[config.mk]
export PLATFORM = sky130hd
export DESIGN_NAME = line_buffer_ctrl
export DESIGN_NICKNAME = d
export VERILOG_FILES = /design/src/rtl/line_buffer_ctrl.sv
export SDC_FILE = /design/constraint.sdc
export NUM_CORES = 1
export LEC_CHECK = 0
export ABC_AREA = 1
export BUFFER_PORTS_ARGS = -buffer_cell sky130_fd_sc_hd__buf_4
export CELL_PAD_IN_SITES_DETAIL_PLACEMENT = 0
export CELL_PAD_IN_SITES_GLOBAL_PLACEMENT = 2
export CORE_MARGIN = 2
export CORE_UTILIZATION = 30
export CTS_CLUSTER_DIAMETER = 120
export DETAILED_ROUTE_END_ITERATION = 10
export GPL_ROUTABILITY_DRIVEN = 0
export PLACE_DENSITY = 0.77
export SETUP_SLACK_MARGIN = 0.4
export SKIP_LAST_GASP = 1
export SYNTH_ARGS = -nofsm -noshare
export SYNTH_HDL_FRONTEND = slang
export SYNTH_SLANG_ARGS = --single-unit
[constraint.sdc]
create_clock -name CLK -period 1.5 [get_ports CLK]
set_input_delay 0.15 -clock CLK [delete_from_list [all_inputs] [get_ports CLK]]
set_output_delay 0.15 -clock CLK [all_outputs]
set_load 0.02 [all_outputs]
[src/rtl/line_buffer_ctrl.sv]
// Ping-pong line buffer sequencer: one bank fills from the ADC while the other drains to readout.
// Latency: write enable 1 cycle after LINE_VALID rise; START_WRITE 1 cycle after LINE_READY&RD_REQ.
// Backpressure: a full read bank holds the write side in W_DONE; a line arriving then is dropped.
// Optional statistics (DROP_CNT, ROW_IDX, FRAME_SYNC handling) are built when LBUF_CTRL_STATS_EN is defined.

module line_buffer_ctrl #(
   parameter int PIX_IN_ROW = 640,
   parameter int ROWS       = 480
) (
   input  logic       CLK,
   input  logic       RESET,
   input  logic       FRAME_SYNC,
   input  logic       LINE_VALID,
   input  logic       RD_REQ,
   output logic       BUFER_CHANGE,
   output logic       BUFER_IN_EN,
   output logic       BUFER_OUT_EN,
   output logic       START_WRITE,
   output logic       LINE_READY,
   output logic [8:0] ROW_IDX,
   output logic       OVERFLOW,
   output logic [7:0] DROP_CNT
);

   localparam int CW = (PIX_IN_ROW > 1) ? $clog2(PIX_IN_ROW) : 1;
   localparam logic [CW-1:0] LAST_PIX = CW'(PIX_IN_ROW - 1);

   typedef enum logic [1:0] {W_IDLE, W_FILL, W_DONE} w_state_t;
   typedef enum logic [1:0] {R_IDLE, R_START, R_DRAIN} r_state_t;

   w_state_t      w_state;
   r_state_t      r_state;
   logic [CW-1:0] wcnt;
   logic [CW-1:0] rcnt;
   logic          lv_q;
   logic          bank_sel;
   logic          in_en;
   logic          out_en;
   logic          start_wr;
   logic          line_rdy;
   logic          ovf;

   logic          lv_rise;
   logic          line_drop;
   logic          bank_swap;

   // A line arriving while the write side is busy or blocked cannot be stored
   assign lv_rise   = LINE_VALID & ~lv_q;
   assign line_drop = lv_rise & ((w_state == W_FILL) | (w_state == W_DONE));
   assign bank_swap = (w_state == W_DONE) & ~line_rdy;

   // Write and read sequencers share the full flag, so both live in one block:
   // the write side only sets it while clear, the read side only clears it while set.
   always_ff @(posedge CLK or posedge RESET) begin
      if (RESET) begin
         w_state  <= W_IDLE;
         r_state  <= R_IDLE;
         wcnt     <= '0;
         rcnt     <= '0;
         lv_q     <= 1'b0;
         bank_sel <= 1'b0;
         in_en    <= 1'b0;
         out_en   <= 1'b0;
         start_wr <= 1'b0;
         line_rdy <= 1'b0;
         ovf      <= 1'b0;
      end else begin
         lv_q <= LINE_VALID;
         if (line_drop) begin
            ovf <= 1'b1;
         end

         case (w_state)
            W_IDLE: begin
               if (lv_rise) begin
                  wcnt    <= '0;
                  in_en   <= 1'b1;
                  w_state <= W_FILL;
               end
            end
            W_FILL: begin
               // Burst length is fixed; an early LINE_VALID fall does not cut it short
               if (wcnt == LAST_PIX) begin
                  in_en   <= 1'b0;
                  w_state <= W_DONE;
               end else begin
                  wcnt <= wcnt + 1'b1;
               end
            end
            W_DONE: begin
               if (!line_rdy) begin
                  bank_sel <= ~bank_sel;
                  line_rdy <= 1'b1;
                  w_state  <= W_IDLE;
               end
            end
            default: begin
               in_en   <= 1'b0;
               w_state <= W_IDLE;
            end
         endcase

         case (r_state)
            R_IDLE: begin
               if (line_rdy && RD_REQ) begin
                  start_wr <= 1'b1;
                  r_state  <= R_START;
               end
            end
            R_START: begin
               start_wr <= 1'b0;
               out_en   <= 1'b1;
               rcnt     <= '0;
               r_state  <= R_DRAIN;
            end
            R_DRAIN: begin
               // Once started, the drain completes regardless of RD_REQ
               if (rcnt == LAST_PIX) begin
                  out_en   <= 1'b0;
                  line_rdy <= 1'b0;
                  r_state  <= R_IDLE;
               end else begin
                  rcnt <= rcnt + 1'b1;
               end
            end
            default: begin
               start_wr <= 1'b0;
               out_en   <= 1'b0;
               r_state  <= R_IDLE;
            end
         endcase
      end
   end

`ifdef LBUF_CTRL_STATS_EN
   logic [7:0] drop_cnt;
   logic [8:0] row_idx;
   logic       frame_pend;

   // Saturating count of dropped lines
   always_ff @(posedge CLK or posedge RESET) begin
      if (RESET) begin
         drop_cnt <= '0;
      end else if (line_drop && (drop_cnt != 8'hFF)) begin
         drop_cnt <= drop_cnt + 1'b1;
      end
   end

   // Row index follows each bank swap; a frame sync makes the next swap restart at row 0
   always_ff @(posedge CLK or posedge RESET) begin
      if (RESET) begin
         row_idx    <= '0;
         frame_pend <= 1'b0;
      end else begin
         if (FRAME_SYNC) begin
            frame_pend <= 1'b1;
         end
         if (bank_swap) begin
            if (frame_pend || FRAME_SYNC) begin
               row_idx    <= '0;
               frame_pend <= 1'b0;
            end else if (row_idx == 9'(ROWS - 1)) begin
               row_idx <= '0;
            end else begin
               row_idx <= row_idx + 1'b1;
            end
         end
      end
   end

   assign DROP_CNT = drop_cnt;
   assign ROW_IDX  = row_idx;
`else
   logic unused_frame_sync;

   assign unused_frame_sync = FRAME_SYNC | bank_swap;
   assign DROP_CNT          = '0;
   assign ROW_IDX           = '0;
`endif

   assign BUFER_CHANGE = bank_sel;
   assign BUFER_IN_EN  = in_en;
   assign BUFER_OUT_EN = out_en;
   assign START_WRITE  = start_wr;
   assign LINE_READY   = line_rdy;
   assign OVERFLOW     = ovf;

endmodule

Yosys cells after proc, flatten, opt, wreduce, memory -nomap -nowiden:

Index checks and enable logic that the tools add are counted.
Widths: inputs -> output; s select.

* output and inout port bits: 23
* bits of input ports: 5
* flip-flop bits (word level): 31

* equal/unequal tests: 13
* muxes and demuxes: 22
* bitwise logic cells: 9
* add/sub/neg operators: 2
* reduce and logical (&&, ||, !) cells: 13

Operators with widths (number)
* $pmux 10 s2: 2
* $mux 10: 3
* $add 10x1->10 const B: 2
* $eq 10x10->1 const B: 2
* $ne 2x2->1 const B: 6
* $pmux 2 s3: 2
* $mux 2: 5
* $reduce_and 2->1: 5
* $reduce_and 3->1: 3
* $mux 1: 7
* $not 1->1: 6
* $pmux 1 s3: 2
* $eq 2x1->1 const B: 2
* $eq 2x2->1 const B: 2
* $logic_not 2->1: 2
* $reduce_bool 2->1: 2
* $and 1x1->1: 2
* $ne 2x1->1 const B: 1
* $pmux 1 s2: 1
* $logic_and 1x1->1: 1
* $or 1x1->1: 1

Longest topological paths before layout:

* word-level depth: 4
* depth in mapped cells: 8

Worst setup path after synthesis:

No wires, ideal clock.

* path type: register -> register
* from: register w_state[1]
* to: register wcnt[3]
* arrival: 1274 ps
* data required time: 1377 ps
* period minus slack after synthesis: 1398 ps
* cell stages (with the launch flop): 8
* path slack: 102 ps
* path through: dfrtp_1 inv_1 ha_1 buf_2 or2_1 nand3_4 buf_6 o21ai_1

* word-level cells in the longest chain between the ends: 3

RTL lines
* from (decl): RTL line 31 `w_state_t w_state;`
* from (signal assigned): RTL line 56 `w_state <= W_IDLE;`
* from (signal assigned): RTL line 78 `w_state <= W_FILL;`
* from (signal assigned): RTL line 85 `w_state <= W_DONE;`
* $eq 2x1->1 or $logic_not 2->1 (tied branches): RTL line 73 `case (w_state)`
* $ne 2x2->1 (no source line) or $reduce_bool 2->1 (tied branches)
* $reduce_and 3->1 (no source line)
* to (signal assigned): RTL line 87 `wcnt <= wcnt + 1'b1;`
* to (decl): RTL line 33 `logic [CW-1:0] wcnt;`

Several ways; a longest one is shown, not always the timed one.
A chain may end at the register's enable or synchronous reset.

Final worst setup path:

* from: register w_state[0]
* to: register wcnt[6]

The elaborated chain is that of the path after synthesis.

==> metrics.md <==
| Metric | Value |
|---|---|
| N_diodes | 0 |
| Layout cell share with drive strength beyond 1 | 0.340 |
| CP Capture Type | flip-flop |
| Clk slew on worst S/H paths | approximately 0.07 ns |
| RSZ-0062 raised after global routing | yes |
| Die area | 0.00673 sq mm |
| Commonest non-fill, non-tap cells in the layout | nand2_1 (51), dfrtp_1 (29), buf_4 (22) |
| Die X | between 80 and 90 um |
| Setup Viol. Count Final | 0 |
| Root Driver | clkbuf_8 |
| Peak supply drop | 0.892 mV |
| Placed inst area | 0.00198 sq mm |
| Port Buffers | 9 |
| Crit path cell chain | buf_6 > ha_4 > or2_4 > nand3_4 > o21ai_1 |
| Final std cell area, no fill | 0.00244 sq mm |
| Die H | 82.1 um |
| CTS tree | built |
| Unique masters post-synth | 29 |
| Most common cell after layout, fill and taps aside | nand2_1 |
| Placeable Area | 0.00592 sq mm |
| Cells after Synth | 229 |
| DR vias | 1493 |
| Fin. max-slew vios | 0 |
| Layout area overhead | 33.3% |
| Required @ worst endpoint | between 1.5 and 2 ns |
| Via-per-instance ratio | 4.43 |
| TritonCTS Sinks | 31 |
| Htree depth | 2 |
| Number of global-route vias before repair | 1458 |
| Routed len/inst | 12.0 um |
| Top achievable clock speed | 0.735 GHz |
| Starting density of the core | 0.309 |
| GRT Total Usage | 0.137 |
| Final Total Pwr | 3980 uW |
| Drt first pass iters | 4 |
| Critical Path AT | ~1.5 ns |
| IO Count | 28 |
| Final hold vios | 0 |
| Gr ovfl total | 0 |
| Site Rows | 28 |
| Initial antenna violation count | 0 |
| Startpoint Class | flip-flop |
| Skew-Pair Late Insertion Delay | 0.29 ns |
| Max Clock Skew | 0.00361 ns |
| #FFs+latches synth | 31 |
| Antenna viol nets, final | 0 |
| Avg Cell Area, Syn | 7.98 sq um |
| Crit path max fanout | 9 |
| Post-route minimum period | 1.36 ns |
| Nets | roughly 270 |
| CP Class | flip-flop to flip-flop |
| Detail Placement HPWL | around 2500 um |
| Final period util | 0.907 |
| YS warnings | 0 |
| Iteration-0 DRC Markers | 64 |
| WL final | 4040 um |
| Outcome | completed |
| First-pass GRT wire length | 6960 um |
| Slowest cell on crit path | dfrtp_1 |
| Leakage | around 0.0012 uW |
| Pin count of the biggest net entering global routing | 32 |
| DRC viols | 0 |
| Max-cap violations | 0 |
| Setup TNS | 0 ns |
| Highest cell delay on the worst timing path | roughly 0.4 ns |
| Pwr/cell area | between 1500 and 2000 mW/mm^2 |
| CTS buffer count | 5 |
| Post-Synthesis Cell Area | 0.00183 sq mm |
| Maximum root-to-sink buffer count | 2 |
| Hold WC Path Type | input pin to flip-flop |
| Sequential share of the synthesized area | 0.424 |
-- through the flow --
stage               hold WS (ns)  utilization  std cells  setup WS [ns]
finish                    0.0952        0.411        337          0.139
global placement           0.282        0.335        313         0.0696
floorplan                  0.181            -        245          0.179
global route               0.111        0.411        337         0.0615
CTS                       0.0974        0.397        334          0.154
detailed placement         0.282        0.335        313         0.0562
-- where the power goes --
| part | internal, uW | switching, uW | total, uW |
|---|---|---|---|
| clock network | 538 | 348 | 886 |
| logic | 795 | 1160 | 1950 |
| registers | 1010 | 137 | 1150 |
-- synthesized netlist by cell type --
cell type	n	area (sq um)
xor2_1	3	26.3
nand4_4	1	21.3
buf_2	2	10.0
o22ai_1	1	6.26
nand4_2	1	12.5
dfrtp_1	31	776
inv_2	1	3.75
o21ai_0	7	35.0
or2_1	1	6.26
a21oi_1	5	25.0
nor3_2	1	10.0
a21o_1	1	7.51
inv_1	24	90.1
conb_1	1	3.75
nor2_2	3	18.8
buf_4	17	128
nor2_8	1	20.0
nand2_1	58	218
nand3_1	22	110
nor2_1	18	67.6
ha_1	5	62.6
nand4_1	4	25.0
or2_2	2	12.5
nand2_2	2	12.5
nand2_4	1	11.3
o21ai_1	12	60.1
buf_6	2	22.5
a31o_2	1	8.76
nand3_4	1	17.5
-- path summary, 6_finish.rpt --
check                             start           end  slack, ns  cells past startpoint
max in group asynchronous         RESET    LINE_READY       0.67                      4
hold / removal                   RD_REQ    r_state[0]        0.1                      3
hold reg to reg            BUFER_CHANGE  BUFER_CHANGE       0.46                      1
setup / recovery             w_state[0]       wcnt[6]       0.14                      5
setup reg to reg             w_state[0]       wcnt[6]       0.14                      5
min in group asynchronous         RESET       rcnt[2]       0.50                      4
-- state kept, by name, summed over array words and instances, names as in the netlist --
| name | count |
|---|---|
| OVERFLOW | 1 |
| r_state | 2 |
| BUFER_CHANGE | 1 |
| LINE_READY | 1 |
| w_state | 2 |
| BUFER_IN_EN | 1 |
| rcnt | 10 |
| START_WRITE | 1 |
| BUFER_OUT_EN | 1 |
| wcnt | 10 |
| lv_q | 1 |
-- routing by layer --
metal | up-vias | GRT usage | wire length [um] | part of all wire
li1 | 770 | - | - | -
met1 | 698 | 0.174 | 1910 | 0.47
met2 | 20 | 0.222 | 1920 | 0.48
met3 | 5 | 0.0505 | 162 | 0.040
met4 | 0 | 0.0300 | 38 | 0.0094
met5 | - | 0 | 0 | 0
-- what timing repair did --
action                                  4_1_cts  5_1_grt
endpoints found under the setup margin       27       29
endpoints found under the hold margin        32        0
hold buffers                                  2        0
pin swaps                                    13       10
gates resized for setup                      31       17
buffers inserted                              8        3
gates cloned                                  3        0
-- logic make-up (layout without fill, tap and decap cells) --
kind of cell / count (synthesis) / in the layout / synth area share
AND/OR/NAND/NOR: 116 / 119 / 0.308
buffers and inverters: 46 / 60 / 0.139
flip-flops: 31 / 31 / 0.424
AO/OA/AOI/OAI: 27 / 27 / 0.0780
adder cells (fa/ha/maj): 5 / 5 / 0.0342
XOR/XNOR: 3 / 3 / 0.0144
other: 1 / 17 / 0.00205
-- cell type report --
| type | instances | area (sq um) |
|---|---|---|
| Tap cell | 75 | 93.8 |
| Sequential cell | 31 | 778 |
| Timing Repair Buffer | 27 | 219 |
| Fill cell | 580 | 3480 |
| Clock inverter | 2 | 35.0 |
| Inverter | 25 | 101 |
| Multi-Input combinational cell | 171 | 1130 |
| Clock buffer | 6 | 82.6 |
-- worst max-delay path, delay by kind of cell (launching register included) --
kind / cells / cell delay [ns]
and+or+nand+nor: 2 / 0.44
DFF: 1 / 0.41
adders and majority gates: 1 / 0.17
buffers and inverters: 1 / 0.14
AOI/OAI and AO/OA: 1 / 0.08
No activity file was read; power rests on OpenSTA's default activity.
